==> config.mk <==
export PLATFORM = sky130hd
export DESIGN_NAME = ctrl_pipe_flat
export DESIGN_NICKNAME = d
export VERILOG_FILES = /design/src/rtl/ctrl_pipe_if.sv /design/src/rtl/ctrl_pipe.sv /design/src/flat_wrapper.sv
export SDC_FILE = /design/constraint.sdc
export NUM_CORES = 1
export LEC_CHECK = 0
export ABC_AREA = 1
export BUFFER_PORTS_ARGS = -buffer_cell sky130_fd_sc_hd__clkbuf_2
export CORE_MARGIN = 4
export CORE_UTILIZATION = 47
export DETAILED_ROUTE_END_ITERATION = 16
export PLACE_DENSITY = 0.78
export RECOVER_POWER = 100
export SLEW_MARGIN = 20
export SYNTH_ARGS = -nofsm -noshare
export SYNTH_HDL_FRONTEND = slang
export SYNTH_SLANG_ARGS = --single-unit
==> constraint.sdc <==
create_clock -name Clk -period 1.95 [get_ports Clk]
set_input_delay 0.0975 -clock Clk [delete_from_list [all_inputs] [get_ports Clk]]
set_output_delay 0.0975 -clock Clk [all_outputs]
set_load 0.01 [all_outputs]
==> src/rtl/ctrl_pipe_if.sv <==
// rtl/ctrl_pipe_if.sv - decode/execute boundary bundle for ctrl_pipe
// CTRL_PERF_CNT_EN adds the stall_cnt/taken_cnt performance counters.
interface ctrl_pipe_if #(
    parameter int OPW = 3,
    parameter int RW  = 3,
    parameter int DW  = 8
`ifdef CTRL_PERF_CNT_EN
    , parameter int CW = 16
`endif
);
    localparam int IW = OPW + 2 * RW;
    localparam int JW = IW - OPW - 1;

    logic [IW-1:0]  mach_code;
    logic           instr_valid;
    logic           gt;
    logic           eq;

    logic [OPW-1:0] Aluop;
    logic [1:0]     mode;
    logic           bmode;
    logic [JW-1:0]  Jptr;
    logic [RW-1:0]  Ra;
    logic [RW-1:0]  Rb;
    logic [DW-1:0]  Imm;
    logic           WenR;
    logic           WenD;
    logic           Jen;
    logic           ImmToReg;
    logic           MemToReg;
    logic           Load;
    logic           Store;
    logic           Done;
    logic           Stall;
    logic           Flush;

`ifdef CTRL_PERF_CNT_EN
    logic [CW-1:0]  stall_cnt;
    logic [CW-1:0]  taken_cnt;

    modport slave (
        input  mach_code, instr_valid, gt, eq,
        output Aluop, mode, bmode, Jptr, Ra, Rb, Imm,
               WenR, WenD, Jen, ImmToReg, MemToReg, Load, Store,
               Done, Stall, Flush, stall_cnt, taken_cnt
    );
    modport master (
        output mach_code, instr_valid, gt, eq,
        input  Aluop, mode, bmode, Jptr, Ra, Rb, Imm,
               WenR, WenD, Jen, ImmToReg, MemToReg, Load, Store,
               Done, Stall, Flush, stall_cnt, taken_cnt
    );
`else
    modport slave (
        input  mach_code, instr_valid, gt, eq,
        output Aluop, mode, bmode, Jptr, Ra, Rb, Imm,
               WenR, WenD, Jen, ImmToReg, MemToReg, Load, Store,
               Done, Stall, Flush
    );
    modport master (
        output mach_code, instr_valid, gt, eq,
        input  Aluop, mode, bmode, Jptr, Ra, Rb, Imm,
               WenR, WenD, Jen, ImmToReg, MemToReg, Load, Store,
               Done, Stall, Flush
    );
`endif
endinterface

==> src/rtl/ctrl_pipe.sv <==
// rtl/ctrl_pipe.sv - registered instruction decoder with flag forwarding, load-use stall and branch flush
// CTRL_PERF_CNT_EN adds saturating stall/taken-branch counters.
module ctrl_pipe #(
    parameter int OPW = 3,
    parameter int RW  = 3,
    parameter int DW  = 8
`ifdef CTRL_PERF_CNT_EN
    , parameter int CW = 16
`endif
) (
    input  logic        Clk,
    input  logic        Reset_n,
    ctrl_pipe_if.slave  bus
);
    localparam int IW = OPW + 2 * RW;
    localparam int JW = IW - OPW - 1;

    localparam logic [OPW-1:0] OP_ADD    = OPW'(0);
    localparam logic [OPW-1:0] OP_SUB    = OPW'(1);
    localparam logic [OPW-1:0] OP_DONE   = OPW'(2);
    localparam logic [OPW-1:0] OP_LOAD   = OPW'(3);
    localparam logic [OPW-1:0] OP_STORE  = OPW'(4);
    localparam logic [OPW-1:0] OP_SHIFT  = OPW'(5);
    localparam logic [OPW-1:0] OP_BRANCH = OPW'(6);
    localparam logic [OPW-1:0] OP_MOV    = OPW'(7);

    typedef struct packed {
        logic [OPW-1:0] aluop;
        logic [1:0]     mode;
        logic           bmode;
        logic [JW-1:0]  jptr;
        logic [RW-1:0]  ra;
        logic [RW-1:0]  rb;
        logic [DW-1:0]  imm;
        logic           wen_r;
        logic           wen_d;
        logic           jen;
        logic           imm_to_reg;
        logic           mem_to_reg;
        logic           load;
        logic           store;
    } ctrl_t;

    ctrl_t          ex_q;
    ctrl_t          dec_d;
    logic           done_q;
    logic           done_d;
    logic           fgt_q;
    logic           feq_q;

    logic [OPW-1:0] op;
    logic [RW-1:0]  ra_f;
    logic [RW-1:0]  rb_f;
    logic           bmode_f;
    logic           ex_sets_flags;
    logic           hazard_op;
    logic           cond;
    logic           stall;
    logic           flush;
    logic           bubble;

    assign op      = bus.mach_code[IW-1 -: OPW];
    assign ra_f    = bus.mach_code[2*RW-1:RW];
    assign rb_f    = bus.mach_code[RW-1:0];
    assign bmode_f = bus.mach_code[JW];

    // The op sitting in EX drives gt/eq this cycle; when it is a flag-setter
    // the branch must see those live values rather than the stale register.
    assign ex_sets_flags = ex_q.wen_r &&
                           (ex_q.aluop == OP_ADD || ex_q.aluop == OP_SUB || ex_q.aluop == OP_SHIFT);

    assign cond = ex_sets_flags ? (bmode_f ? bus.eq : bus.gt)
                                : (bmode_f ? feq_q  : fgt_q);

    assign hazard_op = (op == OP_ADD)  || (op == OP_SUB)   || (op == OP_LOAD) ||
                       (op == OP_STORE) || (op == OP_SHIFT);

    assign flush  = ex_q.jen;
    assign stall  = ex_q.load && bus.instr_valid && hazard_op &&
                    ((ra_f == ex_q.ra) || (rb_f == ex_q.ra)) && !flush;
    assign bubble = !bus.instr_valid || stall || flush || (done_q && (op != OP_DONE));

    always_comb begin
        dec_d  = '0;
        done_d = done_q;
        if (!bubble) begin
            dec_d.aluop = op;
            case (op)
                OP_ADD, OP_SUB: begin
                    dec_d.ra    = ra_f;
                    dec_d.rb    = rb_f;
                    dec_d.wen_r = 1'b1;
                end
                OP_LOAD: begin
                    dec_d.ra         = ra_f;
                    dec_d.rb         = rb_f;
                    dec_d.wen_r      = 1'b1;
                    dec_d.mem_to_reg = 1'b1;
                    dec_d.load       = 1'b1;
                end
                OP_STORE: begin
                    dec_d.ra    = ra_f;
                    dec_d.rb    = rb_f;
                    dec_d.wen_d = 1'b1;
                    dec_d.store = 1'b1;
                end
                OP_SHIFT: begin
                    dec_d.mode  = bus.mach_code[IW-OPW-1 -: 2];
                    dec_d.ra    = rb_f;
                    dec_d.rb    = rb_f;
                    dec_d.wen_r = 1'b1;
                end
                OP_BRANCH: begin
                    dec_d.bmode = bmode_f;
                    dec_d.jptr  = bus.mach_code[JW-1:0];
                    dec_d.jen   = cond;
                end
                OP_MOV: begin
                    dec_d.ra         = ra_f;
                    dec_d.rb         = rb_f;
                    dec_d.imm        = DW'(rb_f);
                    dec_d.wen_r      = 1'b1;
                    dec_d.imm_to_reg = 1'b1;
                end
                OP_DONE: begin
                    done_d = !bus.mach_code[0];
                end
                default: begin
                    dec_d = '0;
                end
            endcase
        end
    end

    always_ff @(posedge Clk or negedge Reset_n) begin
        if (!Reset_n) begin
            ex_q   <= '0;
            done_q <= 1'b0;
            fgt_q  <= 1'b0;
            feq_q  <= 1'b0;
        end else begin
            ex_q   <= dec_d;
            done_q <= done_d;
            if (ex_sets_flags) begin
                fgt_q <= bus.gt;
                feq_q <= bus.eq;
            end
        end
    end

    assign bus.Aluop    = ex_q.aluop;
    assign bus.mode     = ex_q.mode;
    assign bus.bmode    = ex_q.bmode;
    assign bus.Jptr     = ex_q.jptr;
    assign bus.Ra       = ex_q.ra;
    assign bus.Rb       = ex_q.rb;
    assign bus.Imm      = ex_q.imm;
    assign bus.WenR     = ex_q.wen_r;
    assign bus.WenD     = ex_q.wen_d;
    assign bus.Jen      = ex_q.jen;
    assign bus.ImmToReg = ex_q.imm_to_reg;
    assign bus.MemToReg = ex_q.mem_to_reg;
    assign bus.Load     = ex_q.load;
    assign bus.Store    = ex_q.store;
    assign bus.Done     = done_q;
    assign bus.Stall    = stall;
    assign bus.Flush    = flush;

`ifdef CTRL_PERF_CNT_EN
    logic [CW-1:0] stall_cnt_q;
    logic [CW-1:0] taken_cnt_q;

    always_ff @(posedge Clk or negedge Reset_n) begin
        if (!Reset_n) begin
            stall_cnt_q <= '0;
            taken_cnt_q <= '0;
        end else begin
            if (stall && !(&stall_cnt_q)) stall_cnt_q <= stall_cnt_q + CW'(1);
            if (ex_q.jen && !(&taken_cnt_q)) taken_cnt_q <= taken_cnt_q + CW'(1);
        end
    end

    assign bus.stall_cnt = stall_cnt_q;
    assign bus.taken_cnt = taken_cnt_q;
`endif
endmodule

==> src/flat_wrapper.sv <==
// flat-port wrapper written by rule: the top's interface ports become plain ports
module ctrl_pipe_flat 
#(
    parameter int OPW = 3,
    parameter int RW  = 3,
    parameter int DW  = 8

)
  (Clk, Reset_n, bus_mach_code, bus_instr_valid, bus_gt, bus_eq, bus_Aluop, bus_mode, bus_bmode, bus_Jptr, bus_Ra, bus_Rb, bus_Imm, bus_WenR, bus_WenD, bus_Jen, bus_ImmToReg, bus_MemToReg, bus_Load, bus_Store, bus_Done, bus_Stall, bus_Flush);
  ctrl_pipe_if #(.OPW(OPW), .RW(RW), .DW(DW)) bus_i ();
  input  logic Clk;
  input  logic Reset_n;
  input wire logic [$bits(bus_i.mach_code)-1:0] bus_mach_code;
  input wire logic [$bits(bus_i.instr_valid)-1:0] bus_instr_valid;
  input wire logic [$bits(bus_i.gt)-1:0] bus_gt;
  input wire logic [$bits(bus_i.eq)-1:0] bus_eq;
  output wire logic [$bits(bus_i.Aluop)-1:0] bus_Aluop;
  output wire logic [$bits(bus_i.mode)-1:0] bus_mode;
  output wire logic [$bits(bus_i.bmode)-1:0] bus_bmode;
  output wire logic [$bits(bus_i.Jptr)-1:0] bus_Jptr;
  output wire logic [$bits(bus_i.Ra)-1:0] bus_Ra;
  output wire logic [$bits(bus_i.Rb)-1:0] bus_Rb;
  output wire logic [$bits(bus_i.Imm)-1:0] bus_Imm;
  output wire logic [$bits(bus_i.WenR)-1:0] bus_WenR;
  output wire logic [$bits(bus_i.WenD)-1:0] bus_WenD;
  output wire logic [$bits(bus_i.Jen)-1:0] bus_Jen;
  output wire logic [$bits(bus_i.ImmToReg)-1:0] bus_ImmToReg;
  output wire logic [$bits(bus_i.MemToReg)-1:0] bus_MemToReg;
  output wire logic [$bits(bus_i.Load)-1:0] bus_Load;
  output wire logic [$bits(bus_i.Store)-1:0] bus_Store;
  output wire logic [$bits(bus_i.Done)-1:0] bus_Done;
  output wire logic [$bits(bus_i.Stall)-1:0] bus_Stall;
  output wire logic [$bits(bus_i.Flush)-1:0] bus_Flush;
  assign bus_i.mach_code = bus_mach_code;
  assign bus_i.instr_valid = bus_instr_valid;
  assign bus_i.gt = bus_gt;
  assign bus_i.eq = bus_eq;
  assign bus_Aluop = bus_i.Aluop;
  assign bus_mode = bus_i.mode;
  assign bus_bmode = bus_i.bmode;
  assign bus_Jptr = bus_i.Jptr;
  assign bus_Ra = bus_i.Ra;
  assign bus_Rb = bus_i.Rb;
  assign bus_Imm = bus_i.Imm;
  assign bus_WenR = bus_i.WenR;
  assign bus_WenD = bus_i.WenD;
  assign bus_Jen = bus_i.Jen;
  assign bus_ImmToReg = bus_i.ImmToReg;
  assign bus_MemToReg = bus_i.MemToReg;
  assign bus_Load = bus_i.Load;
  assign bus_Store = bus_i.Store;
  assign bus_Done = bus_i.Done;
  assign bus_Stall = bus_i.Stall;
  assign bus_Flush = bus_i.Flush;
  ctrl_pipe #(.OPW(OPW), .RW(RW), .DW(DW)) u_core (.Clk(Clk), .Reset_n(Reset_n), .bus(bus_i));
endmodule
# ---- Yosys cells after proc, flatten, opt, wreduce, memory -nomap -nowiden
# Index checks and enable logic that the tools add are counted.
dict set report totals {
  reg_bits 35
  in_bits 14
  out_inout_bits 35
  word_cells 67
}
dict set report classes {
  eq_ne 12
  n_mux 13
  bitwise_logic 1
  reduce_logical 24
}
# operator n
set op_table {}
lappend op_table {{32-bit 2-to-1 mux} 1}
lappend op_table {{3-bit equality test (second input constant)} 5}
lappend op_table {{6-bit case mux with 2 select lines} 1}
lappend op_table {{1-bit logical OR} 10}
lappend op_table {{5-bit OR reduction} 2}
lappend op_table {{1-bit 2-to-1 mux} 7}
lappend op_table {{3-bit by 1-bit equality test with 1-bit output (second input constant)} 2}
lappend op_table {{3-bit by 2-bit equality test with 1-bit output (second input constant)} 2}
lappend op_table {{3-bit equality test} 2}
lappend op_table {{1-bit logical AND} 6}
lappend op_table {{3-bit zero test} 2}
lappend op_table {{6-bit 2-to-1 mux} 1}
lappend op_table {{2-bit 2-to-1 mux} 2}
lappend op_table {{1-bit zero test} 3}
lappend op_table {{3-bit 2-to-1 mux} 1}
lappend op_table {{3-bit by 2-bit inequality test with 1-bit output (second input constant)} 1}
lappend op_table {{2-bit AND reduction} 1}
lappend op_table {{1-bit inverter} 1}

# ---- Depth between registers and ports, before layout
# Gate-level depths: netlist of run 1.
dict set report depth {
  ltp_word 13
  depth_mapped 9
  ltp_nobuf 9
}

# ---- Least setup slack after synthesis of run 1
# OpenSTA, ideal clock, no wires.
dict set report synth_timing {
  kind {register to register}
  start {reg u_core.ex_q, in the netlist u_core.bus.Flush}
  end {reg u_core.ex_q, in the netlist u_core.bus.ImmToReg}
  setup_time_ns 0.121
  arrival_ns 1.308
  required_time_ns 1.829
  setup_slack_ns 0.520
  path_stages_with_launch 7
  path_buffers 1
  synth_period_minus_slack_ns 1.430
  path_cell_list {dfrtp_1 > or2_1 > nor3_1 > nand2_1 > nand2_4 > buf_6 > nor2_1}
}
# item line_no
set synth_rtl {}
lappend synth_rtl {{start, declared} ctrl_pipe.sv:44} ;# ctrl_t ex_q;
lappend synth_rtl {{start signal, assigned} ctrl_pipe.sv:137} ;# ex_q <= '0;
lappend synth_rtl {{start signal, assigned} ctrl_pipe.sv:142} ;# ex_q <= dec_d;

# ---- Final worst setup path of run 1
dict set report layout_timing {
  start {reg u_core.ex_q, in the netlist u_core.bus.Flush}
  end {out bus_Stall}
}
dict set report layout_via {
  elab_chain_len 2
}
# item line_no
set layout_lines {}
lappend layout_lines {{1-bit zero test} ctrl_pipe.sv:80} ;# ((ra_f == ex_q.ra) || (rb_f == ex_q.ra)) && !flush;
lappend layout_lines {{1-bit logical AND} ctrl_pipe.sv:80}
lappend layout_lines {{end, declared} flat_wrapper.sv:32} ;# output wire logic [$bits(bus_i.Stall)-1:0] bus_Stall;
# Every way passes these cells.

==> reports/results.txt, run 1 <==
outcome: finished clean
setup TNS: 0 ns
register area share after synthesis: 55.5%
pre-CTS setup slack: 0.462 ns
multi-input logic area: 400 sq um
num rows: 18
Peak Freq: 578 MHz
CTS tree: yes
Max stage delay on crit path: 0.42 ns
Clock transition at path regs: 0.13 ns
drt wl/cell: 12.2 um
Clock Skew: 0.00138 ns
Netlist Area Pre-Place: 1260 sq um
leakage power: 0.777 nW
first-pass GRT wire length: 4530 um
Core ar.: 2520 sq um
synth unique cells: 21
sw power: 0.000304 W
Antenna Violating Nets Remaining: 0
IO Port Bufs: 43
global-route usage over all layers: 16.4%
largest net degree at the start of global routing: 29
drt total wl: 2650 um
register area: 701 sq um
combinational share of power: 18.5%
fin crit period: 1.73 ns
Max Cap Violations: 0
# Post-CTS Setup Buffers: 0
CTS buffer count: 3
# DRC: 0
Worst setup EP type: primary output
gr busiest metal: met2
vias in the first global route: 1,067
cell-internal power: 0.000756 W
final worst path period share: 88.7%
DR vias: 1,049
total die area: 3580 sq um
unrepaired setup endpoints after global routing: no
Design Area, Final: 1450 sq um
CP max-delay cell: dfrtp_1
critical path class: reg -> out
Reg power frac: 60.7%
synth warn: 0
# IOs: 49
WHS: 0.0434 ns
met1 Track Usage GR: 20.6%
First DRT Iteration DRCs: 22
GR Util met2: 29.0%
relative slew slack: 5.05%
Clock Tree Root: clkbuf_4
arrival time at the worst endpoint: 1.63 ns
Final WS setup: 0.221 ns
Clock Latency Late Sink: 0.31 ns
Hold Violations, Final: 0
Max FO, Critical Path: 5
H-tree depth: 1
final max-slew violation count: 0
PwrDens: 729 nW/um^2
maximum VDD drop: 392 uV
initial antenna violation count: 0
Clk pwr share: 20.8%
Die Y-Extent: 59.8 um
Synth Area per Inst: 8.77 sq um
RePlAce Congestion: 0.800
Sw Ratio: 28.6%
clock sinks: 28
Final nets: 204
Starting Density: 50.0%
Area Growth Syn to Fin: 15.2%
dpl cell area: 1460 sq um
Longest Clk Path Bufs: 2
Pre-antenna DRT Iters: 4
synthesized instance count: 144
Avg Vias per Cell: 4.81
Startpoint Class: flip-flop
ratio of cells with drive above 1 in the final layout: 14.4%
Global Route met3 Usage: 3.67%
Hold Crit Class: in -> reg
worst slew pin tran: 1.42 ns
die width: 59.8 um
final setup vio count: 0
Req. time, crit path: 1.85 ns
fillcell total: 257
total grt overflow: 0
DPL Wire Length: 2120 um
Yosys reg bits: 28
Diodes inserted: 0
worst path cell trace: or2_0 > nor3_1 > nand2_1 > inv_1 > clkbuf_1
kinds of logic (layout without fill, tap and decap cells):
group,Yosys count,count (layout),share of synthesized area (%)
other,1,5,0.297
and+or+nand+nor,73,73,25.7
DFF,28,28,55.5
buffers and inverters,32,72,12.5
AOI/OAI and AO/OA,9,9,5.35
xor gates and xnor gates,1,1,0.694
synthesized netlist by cell type, drive strengths merged:
| library cell | count | area, sq um |
|---|---|---|
| nand3 | 10 | 50.1 |
| xnor2 | 1 | 8.76 |
| dfrtp | 28 | 701 |
| nand4 | 2 | 18.8 |
| nor2 | 16 | 62.6 |
| o21ai | 4 | 20.0 |
| or2 | 1 | 6.26 |
| a21oi | 5 | 47.6 |
| nand2 | 35 | 141 |
| inv | 23 | 86.3 |
| nor3 | 9 | 45.0 |
| buf | 9 | 71.3 |
| conb | 1 | 3.75 |
worst paths after layout:
| kind | depth (start not counted) | to | slack [ns] | start |
|---|---|---|---|---|
| setup / recovery | 5 | bus_Stall | 0.22 | u_core.bus.Flush |
| hold / removal | 3 | u_core.bus.Load | 0.04 | bus_mach_code[7] |
| setup reg to reg | 5 | u_core.bus.Imm[1] | 0.37 | u_core.bus.Flush |
| hold reg to reg | 2 | u_core.feq_q | 0.50 | u_core.feq_q |
| max in group asynchronous | 2 | u_core.bus.Rb[1] | 0.49 | Reset_n |
| min in group asynchronous | 2 | u_core.bus.Jptr[4] | 0.64 | Reset_n |
through the flow:
step,total power [W],utilization [%],std cells
2_1_floorplan,0.000790,-,148
3_3_place_gp,0.000854,57.8,212
3_5_place_dp,0.000862,57.8,212
4_1_cts,0.00109,59.9,218
5_1_grt,0.00113,57.6,218
6_report,0.00106,57.6,218
registers in the layout, indices dropped and copies added, names as in the netlist:
name / count
u_core.bus.Aluop: 3
u_core.bus.Done: 1
u_core.bus.Flush: 1
u_core.bus.Imm: 3
u_core.bus.ImmToReg: 1
u_core.bus.Jptr: 5
u_core.bus.Load: 1
u_core.bus.Ra: 3
u_core.bus.Rb: 3
u_core.bus.Store: 1
u_core.bus.WenR: 1
u_core.bus.bmode: 1
u_core.bus.mode: 2
u_core.feq_q: 1
u_core.fgt_q: 1
cells in the final DEF (no fill, tap or decap), drive strengths merged:
master / n
a21oi: 5
clkbuf: 46
conb: 5
dfrtp: 28
dlygate4sd3: 3
inv: 23
nand2: 35
nand3: 10
nand4: 2
nor2: 16
nor3: 9
o21ai: 4
or2: 1
xnor2: 1
what timing repair did:
item	in CTS	in global routing
resized for setup	0	0
hold buffers	3	0
hold endpoints to repair	30	0
cell type report:
| type | instances | area share [%] |
|---|---|---|
| sequential | 28 | 48.2 |
| multi-input combinational | 88 | 27.5 |
| timing repair buffer | 46 | 14.2 |
| inverter | 23 | 5.94 |
| tap | 30 | 2.58 |
| clock buffer | 3 | 1.55 |
worst max-delay path, delay by kind of cell (launching register included):
family / cells / cell delay (ns)
DFF: 1 / 0.42
and+or+nand+nor: 3 / 0.64
buffers and inverters: 2 / 0.25
metal layers:
metal	part of all wire (%)	wire [um]	vias up
met5	0	0	-
met4	1.1	28	0
met3	8.1	216	4
met2	48	1270	35
met1	43	1140	489
li1	-	-	521
power by group through the flow:
stage	registers [W]	clock network [W]	logic, W
floorplan	0.000665	0	0.000125
global placement	0.000653	0	0.000200
detailed placement	0.000656	0	0.000206
CTS	0.000644	0.000235	0.000212
global route	0.000649	0.000259	0.000227
finish	0.000643	0.000221	0.000196
Note: power is estimated with default switching activity, not from simulation.
==> run 2, diff against run 1 <==
CORE_MARGIN = 2   (was 4)
PLACE_DENSITY = 0.89   (was 0.78)
==> run 2 against run 1 <==
  * Global-route usage rose by 0.87 points
  * Count of clock-buffer cells in the layout rose by 1
  * Via count fell by 1.7%
  * Sequential share of layout area fell by 0.45 points
  * Critical path type unchanged
  * Highest routed layer unchanged
==> reports/results.txt, run 2 (same netlist as run 1, synthesis figures left out) <==
outcome: finished clean (unchanged)
final core occ: 58.2% (was 57.6%)
Startpoint Class: flip-flop (unchanged)
critical path class: reg -> out (unchanged)
first-pass GRT wire length: 4220 um (was 4530 um)
total grt overflow: 0 (unchanged)
Largest register FFs: 5 (unchanged)
Hold Crit Class: in -> reg (unchanged)
register area: 701 sq um (unchanged)
worst slew pin tran: 1.41 ns (was 1.42 ns)
global-route usage over all layers: 17.3% (was 16.4%)
largest net degree at the start of global routing: 29 (unchanged)
final max-slew violation count: 0 (unchanged)
final std cells w/o fill: 219 (was 218)
Final WS setup: 0.232 ns (was 0.221 ns)
Area Growth Syn to Fin: 16.3% (was 15.2%)
Inst Count DP: 212 (unchanged)
H-tree depth: 1 (unchanged)
CTS buffer count: 3 (unchanged)
Top delay family on crit path: simple AND/OR/NAND/NOR gates (unchanged)
Design Area, Final: 1470 sq um (was 1450 sq um)
Clock transition at path regs: 0.14 ns (was 0.13 ns)
Max stage delay on crit path: 0.41 ns (was 0.42 ns)
multi-input logic area: 400 sq um (unchanged)
most frequent cells in the layout: nand2_1 (33), clkbuf_1 (31), dfrtp_1 (28) (unchanged)
Longest Clk Path Bufs: 2 (unchanged)
PwrDens: 755 nW/um^2 (was 729 nW/um^2)
total die area: 3120 sq um (was 3580 sq um)
hold path startpoint: bus_gt (was bus_mach_code[7])
critical path startpoint: u_core.bus.Flush (unchanged)
relative slew slack: 5.82% (was 5.05%)
Avg Vias per Cell: 4.71 (was 4.81)
reg2reg start: u_core.bus.Flush (unchanged)
ratio of cells with drive above 1 in the final layout: 14.8% (was 14.4%)
final setup vio count: 0 (unchanged)
vias in the first global route: 921 (was 1,067)
Diodes inserted: 0 (unchanged)
# DRC: 0 (unchanged)
dpl cell area: 1460 sq um (unchanged)
Pre-antenna DRT Iters: 4 (unchanged)
Final nets: 204 (unchanged)
drt wl/cell: 11.4 um (was 12.2 um)
Max Cap Violations: 0 (unchanged)
num rows: 18 (unchanged)
Clock Skew: 0.00281 ns (was 0.00138 ns)
Die Y-Extent: 55.8 um (was 59.8 um)
Max FO, Critical Path: 5 (unchanged)
Worst setup EP type: primary output (unchanged)
CTS tree: yes (unchanged)
Req. time, crit path: 1.85 ns (about the same)
DPL Wire Length: 1940 um (was 2120 um)
CP max-delay cell: dfrtp_1 (unchanged)
Antenna Violating Nets Remaining: 0 (unchanged)
worst path bufs/invs: 2 (unchanged)
Clock Latency Late Sink: 0.32 ns (was 0.31 ns)
initial antenna violation count: 0 (unchanged)
die width: 55.8 um (was 59.8 um)
final worst path period share: 88.1% (was 88.7%)
worst path cell trace: or2_0 > nor3_1 > nand2_1 > inv_1 > clkbuf_1 (unchanged)
Starting Density: 50.0% (unchanged)
Clock Tree Root: clkbuf_4 (unchanged)
Core ar.: 2520 sq um (unchanged)
# IOs: 49 (unchanged)
pre-CTS setup slack: 0.466 ns (was 0.462 ns)
maximum VDD drop: 623 uV (was 392 uV)
clock sinks: 28 (unchanged)
RePlAce Congestion: 0.832 (was 0.800)
R2R Setup Slk: 0.38 ns (was 0.37 ns)
drt total wl: 2510 um (was 2650 um)
IO Port Bufs: 43 (unchanged)
Peak Freq: 582 MHz (was 578 MHz)
unrepaired setup endpoints after global routing: no (unchanged)
fillcell total: 268 (was 257)
setup TNS: 0 ns (unchanged)
fin crit period: 1.72 ns (was 1.73 ns)
CTS resizes: 0 (unchanged)
leakage power: 0.784 nW (was 0.777 nW)
arrival time at the worst endpoint: 1.62 ns (was 1.63 ns)
DR vias: 1,031 (was 1,049)
Hold Violations, Final: 0 (unchanged)
First DRT Iteration DRCs: 10 (was 22)
commonest non-fill, non-tap cell in the layout: nand2_1 (unchanged)
run 2: changes by cell type in the layout (fill, tap and decap cells not counted):
cell / previous run / this run
clkbuf_8: 0 / 1
run 2: area by class of cell:
type                    instances  share of cell area (%)
multi-input cells              88                    27.3
repair buffers                 46                    14.1
well taps                      30                    2.56
inverters                      23                    5.88
flip-flops and latches         28                    47.7
clock buffers                   4                    2.47
run 2: path summary, 6_finish.rpt:
kind / to / cells after the start
worst max-delay path: bus_Stall / 5
worst min-delay path: u_core.fgt_q / 3
worst max register to register: u_core.bus.Ra[1] / 5
worst min register to register: u_core.feq_q / 2
max in group asynchronous: u_core.bus.Load / 2
min in group asynchronous: u_core.bus.mode[0] / 2
run 2: where the power goes:
| group | internal, W | switching, W | total (W) |
|---|---|---|---|
| Clock | 0.000114 | 0.000156 | 0.000271 |
| Sequential | 0.000619 | 0.0000250 | 0.000644 |
| Combinational | 0.0000651 | 0.000128 | 0.000193 |
| Total | 0.000798 | 0.000309 | 0.00111 |
run 2: through the flow:
step	hold WS (ns)	total power (W)
finish	0.0233	0.00111
global route	0.0209	0.00118
CTS	0.00244	0.00113
detailed placement	0.161	0.000859
global placement	0.156	0.000854
floorplan	-0.198	0.000790
run 2: per-layer routing:
| layer | share of wire [%] | routed length, um | vias up | global-route usage (%) |
|---|---|---|---|---|
| li1 | - | - | 522 | - |
| met1 | 43 | 1090 | 464 | 22.6 |
| met2 | 48 | 1210 | 40 | 28.7 |
| met3 | 6.7 | 169 | 5 | 3.49 |
| met4 | 1.4 | 36 | 0 | 6.12 |
| met5 | 0 | 0 | - | 0 |
run 2: timing repair:
item                                   CTS  global route
hold buffers                             3             0
setup buffers                            0             0
endpoints found under the hold margin   30             0
run 2: tightest hold or removal path: stages:
cell,delay [ns]
clkbuf_2,0.09
inv_1,0.05
o21ai_0,0.07
==> run 3, diff against run 2 <==
RECOVER_POWER = not set   (was 100)
==> run 3 against run 2 <==
  * Hold slack got worse by 0.0026 ns
  * Critical path depth unchanged
  * Largest power group unchanged
  * Register-to-register slack better by 0.07 ns
  * Sequential power about the same
  * Power grew 1.6%
  * Critical endpoint unchanged
  * Cell count stayed put
==> reports/results.txt, run 3 (same netlist as run 1, synthesis figures left out) <==
Starting Density: 50.0% (unchanged)
First DRT Iteration DRCs: 14 (was 10)
IO Port Bufs: 43 (unchanged)
largest net degree at the start of global routing: 29 (unchanged)
Max stage delay on crit path: 0.41 ns (about the same)
DPL Wire Length: 1940 um (unchanged)
Max Cap Violations: 0 (unchanged)
final worst path period share: 88.3% (was 88.1%)
Worst setup EP type: primary output (unchanged)
global-route usage over all layers: 17.3% (unchanged)
# DRC: 0 (unchanged)
Avg Vias per Cell: 4.70 (was 4.71)
total die area: 3120 sq um (unchanged)
Clock Latency Late Sink: 0.32 ns (about the same)
fin crit period: 1.72 ns (about the same)
Peak Freq: 581 MHz (was 582 MHz)
# IOs: 49 (unchanged)
DR vias: 1,029 (was 1,031)
CTS buffer count: 3 (unchanged)
setup TNS: 0 ns (unchanged)
outcome: finished clean (unchanged)
vias in the first global route: 921 (unchanged)
Clock transition at path regs: 0.14 ns (about the same)
CTS tree: yes (unchanged)
maximum VDD drop: 632 uV (was 623 uV)
H-tree depth: 1 (unchanged)
ratio of cells with drive above 1 in the final layout: 32.8% (was 14.8%)
Inst Count DP: 212 (unchanged)
Core ar.: 2520 sq um (unchanged)
critical path class: reg -> out (unchanged)
Diodes inserted: 0 (unchanged)
Startpoint Class: flip-flop (unchanged)
fillcell total: 245 (was 268)
Antenna Violating Nets Remaining: 0 (unchanged)
num rows: 18 (unchanged)
die width: 55.8 um (unchanged)
drt wl/cell: 11.4 um (about the same)
relative slew slack: 56.1% (was 5.82%)
Req. time, crit path: 1.85 ns (about the same)
Clock Tree Root: clkbuf_4 (unchanged)
Max FO, Critical Path: 5 (unchanged)
Area Growth Syn to Fin: 20.8% (was 16.3%)
Top delay family on crit path: simple AND/OR/NAND/NOR gates (unchanged)
initial antenna violation count: 0 (unchanged)
final std cells w/o fill: 219 (unchanged)
worst path bufs/invs: 2 (unchanged)
PwrDens: 738 nW/um^2 (was 755 nW/um^2)
unrepaired setup endpoints after global routing: no (unchanged)
first-pass GRT wire length: 4220 um (unchanged)
RePlAce Congestion: 0.832 (unchanged)
Hold Crit Class: in -> reg (unchanged)
leakage power: 0.903 nW (was 0.784 nW)
arrival time at the worst endpoint: 1.62 ns (about the same)
CTS resizes: 0 (unchanged)
drt total wl: 2500 um (was 2510 um)
# Post-CTS Setup Buffers: 0 (unchanged)
total grt overflow: 0 (unchanged)
Clock Skew: 0.00648 ns (was 0.00281 ns)
clock sinks: 28 (unchanged)
final setup vio count: 0 (unchanged)
final max-slew violation count: 0 (unchanged)
Hold Buf Count CTS: 3 (unchanged)
commonest non-fill, non-tap cell in the layout: clkbuf_2 (was nand2_1)
Largest register FFs: 5 (unchanged)
Die Y-Extent: 55.8 um (unchanged)
most frequent cells in the layout: clkbuf_2 (43), nand2_1 (33), dfrtp_1 (28) (was nand2_1 (33), clkbuf_1 (31), dfrtp_1 (28))
worst path cell trace: or2_1 > nor3_1 > nand2_1 > inv_1 > clkbuf_2 (was or2_0 > nor3_1 > nand2_1 > inv_1 > clkbuf_1)
Longest Clk Path Bufs: 2 (unchanged)
Final nets: 204 (unchanged)
worst slew pin tran: 0.659 ns (was 1.41 ns)
Hold Violations, Final: 0 (unchanged)
Pre-antenna DRT Iters: 4 (unchanged)
CP max-delay cell: dfrtp_1 (unchanged)
[run 3: cell counts in the layout (fill, tap and decap cells not counted)]
No cell type changed its count.
[run 3: metrics by stage]
| stage | power, W | hold slack, ns | cell area, sq um | utilization, % | setup WS, ns |
|---|---|---|---|---|---|
| after floorplan | 0.000790 | -0.198 | 1280 | - | 0.520 |
| after global placement | 0.000854 | 0.156 | 1460 | 57.8 | 0.565 |
| after detailed placement | 0.000859 | 0.161 | 1460 | 57.8 | 0.466 |
| after CTS | 0.00113 | 0.00244 | 1530 | 60.5 | 0.212 |
| after global routing | 0.00119 | 0.0209 | 1530 | 60.5 | 0.0712 |
| final | 0.00113 | 0.0207 | 1530 | 60.5 | 0.229 |
[run 3: final timing paths]
path	endpoint	slack, ns	cells past startpoint	start
setup / recovery	bus_Stall	0.23	5	u_core.bus.Flush
min in group asynchronous	u_core.bus.mode[0]	0.32	2	Reset_n
hold / removal	u_core.fgt_q	0.02	3	bus_gt
setup reg to reg	u_core.bus.mode[0]	0.45	5	u_core.bus.Flush
max in group asynchronous	u_core.bus.Done	1.21	2	Reset_n
hold reg to reg	u_core.feq_q	0.51	2	u_core.feq_q
[run 3: worst min-delay path: cells and delay by family]
family          cells  cell delay [ns]
compound gates      1             0.07
buf+inv             2             0.14
[run 3: layer usage]
layer	wire (um)	vias up	global-route usage, %
met5	0	-	0
met4	41	0	6.12
met3	153	7	3.49
met2	1210	40	28.7
met1	1100	466	22.6
li1	-	516	-
[run 3: power by group]
group	total (W)	internal [W]	switching, W
registers	0.000644	0.000619	0.0000249
logic	0.000207	0.0000747	0.000132
clock network	0.000274	0.000114	0.000160
total	0.00113	0.000808	0.000317
[run 3: cell type report]
cell class / instances / area (sq um) / share of cell area, %
sequential: 28 / 701 / 45.9
multi-input combinational: 88 / 419 / 27.5
timing repair buffer: 46 / 245 / 16.1
inverter: 23 / 86.3 / 5.66
tap: 30 / 37.5 / 2.46
clock buffer: 4 / 36.3 / 2.38
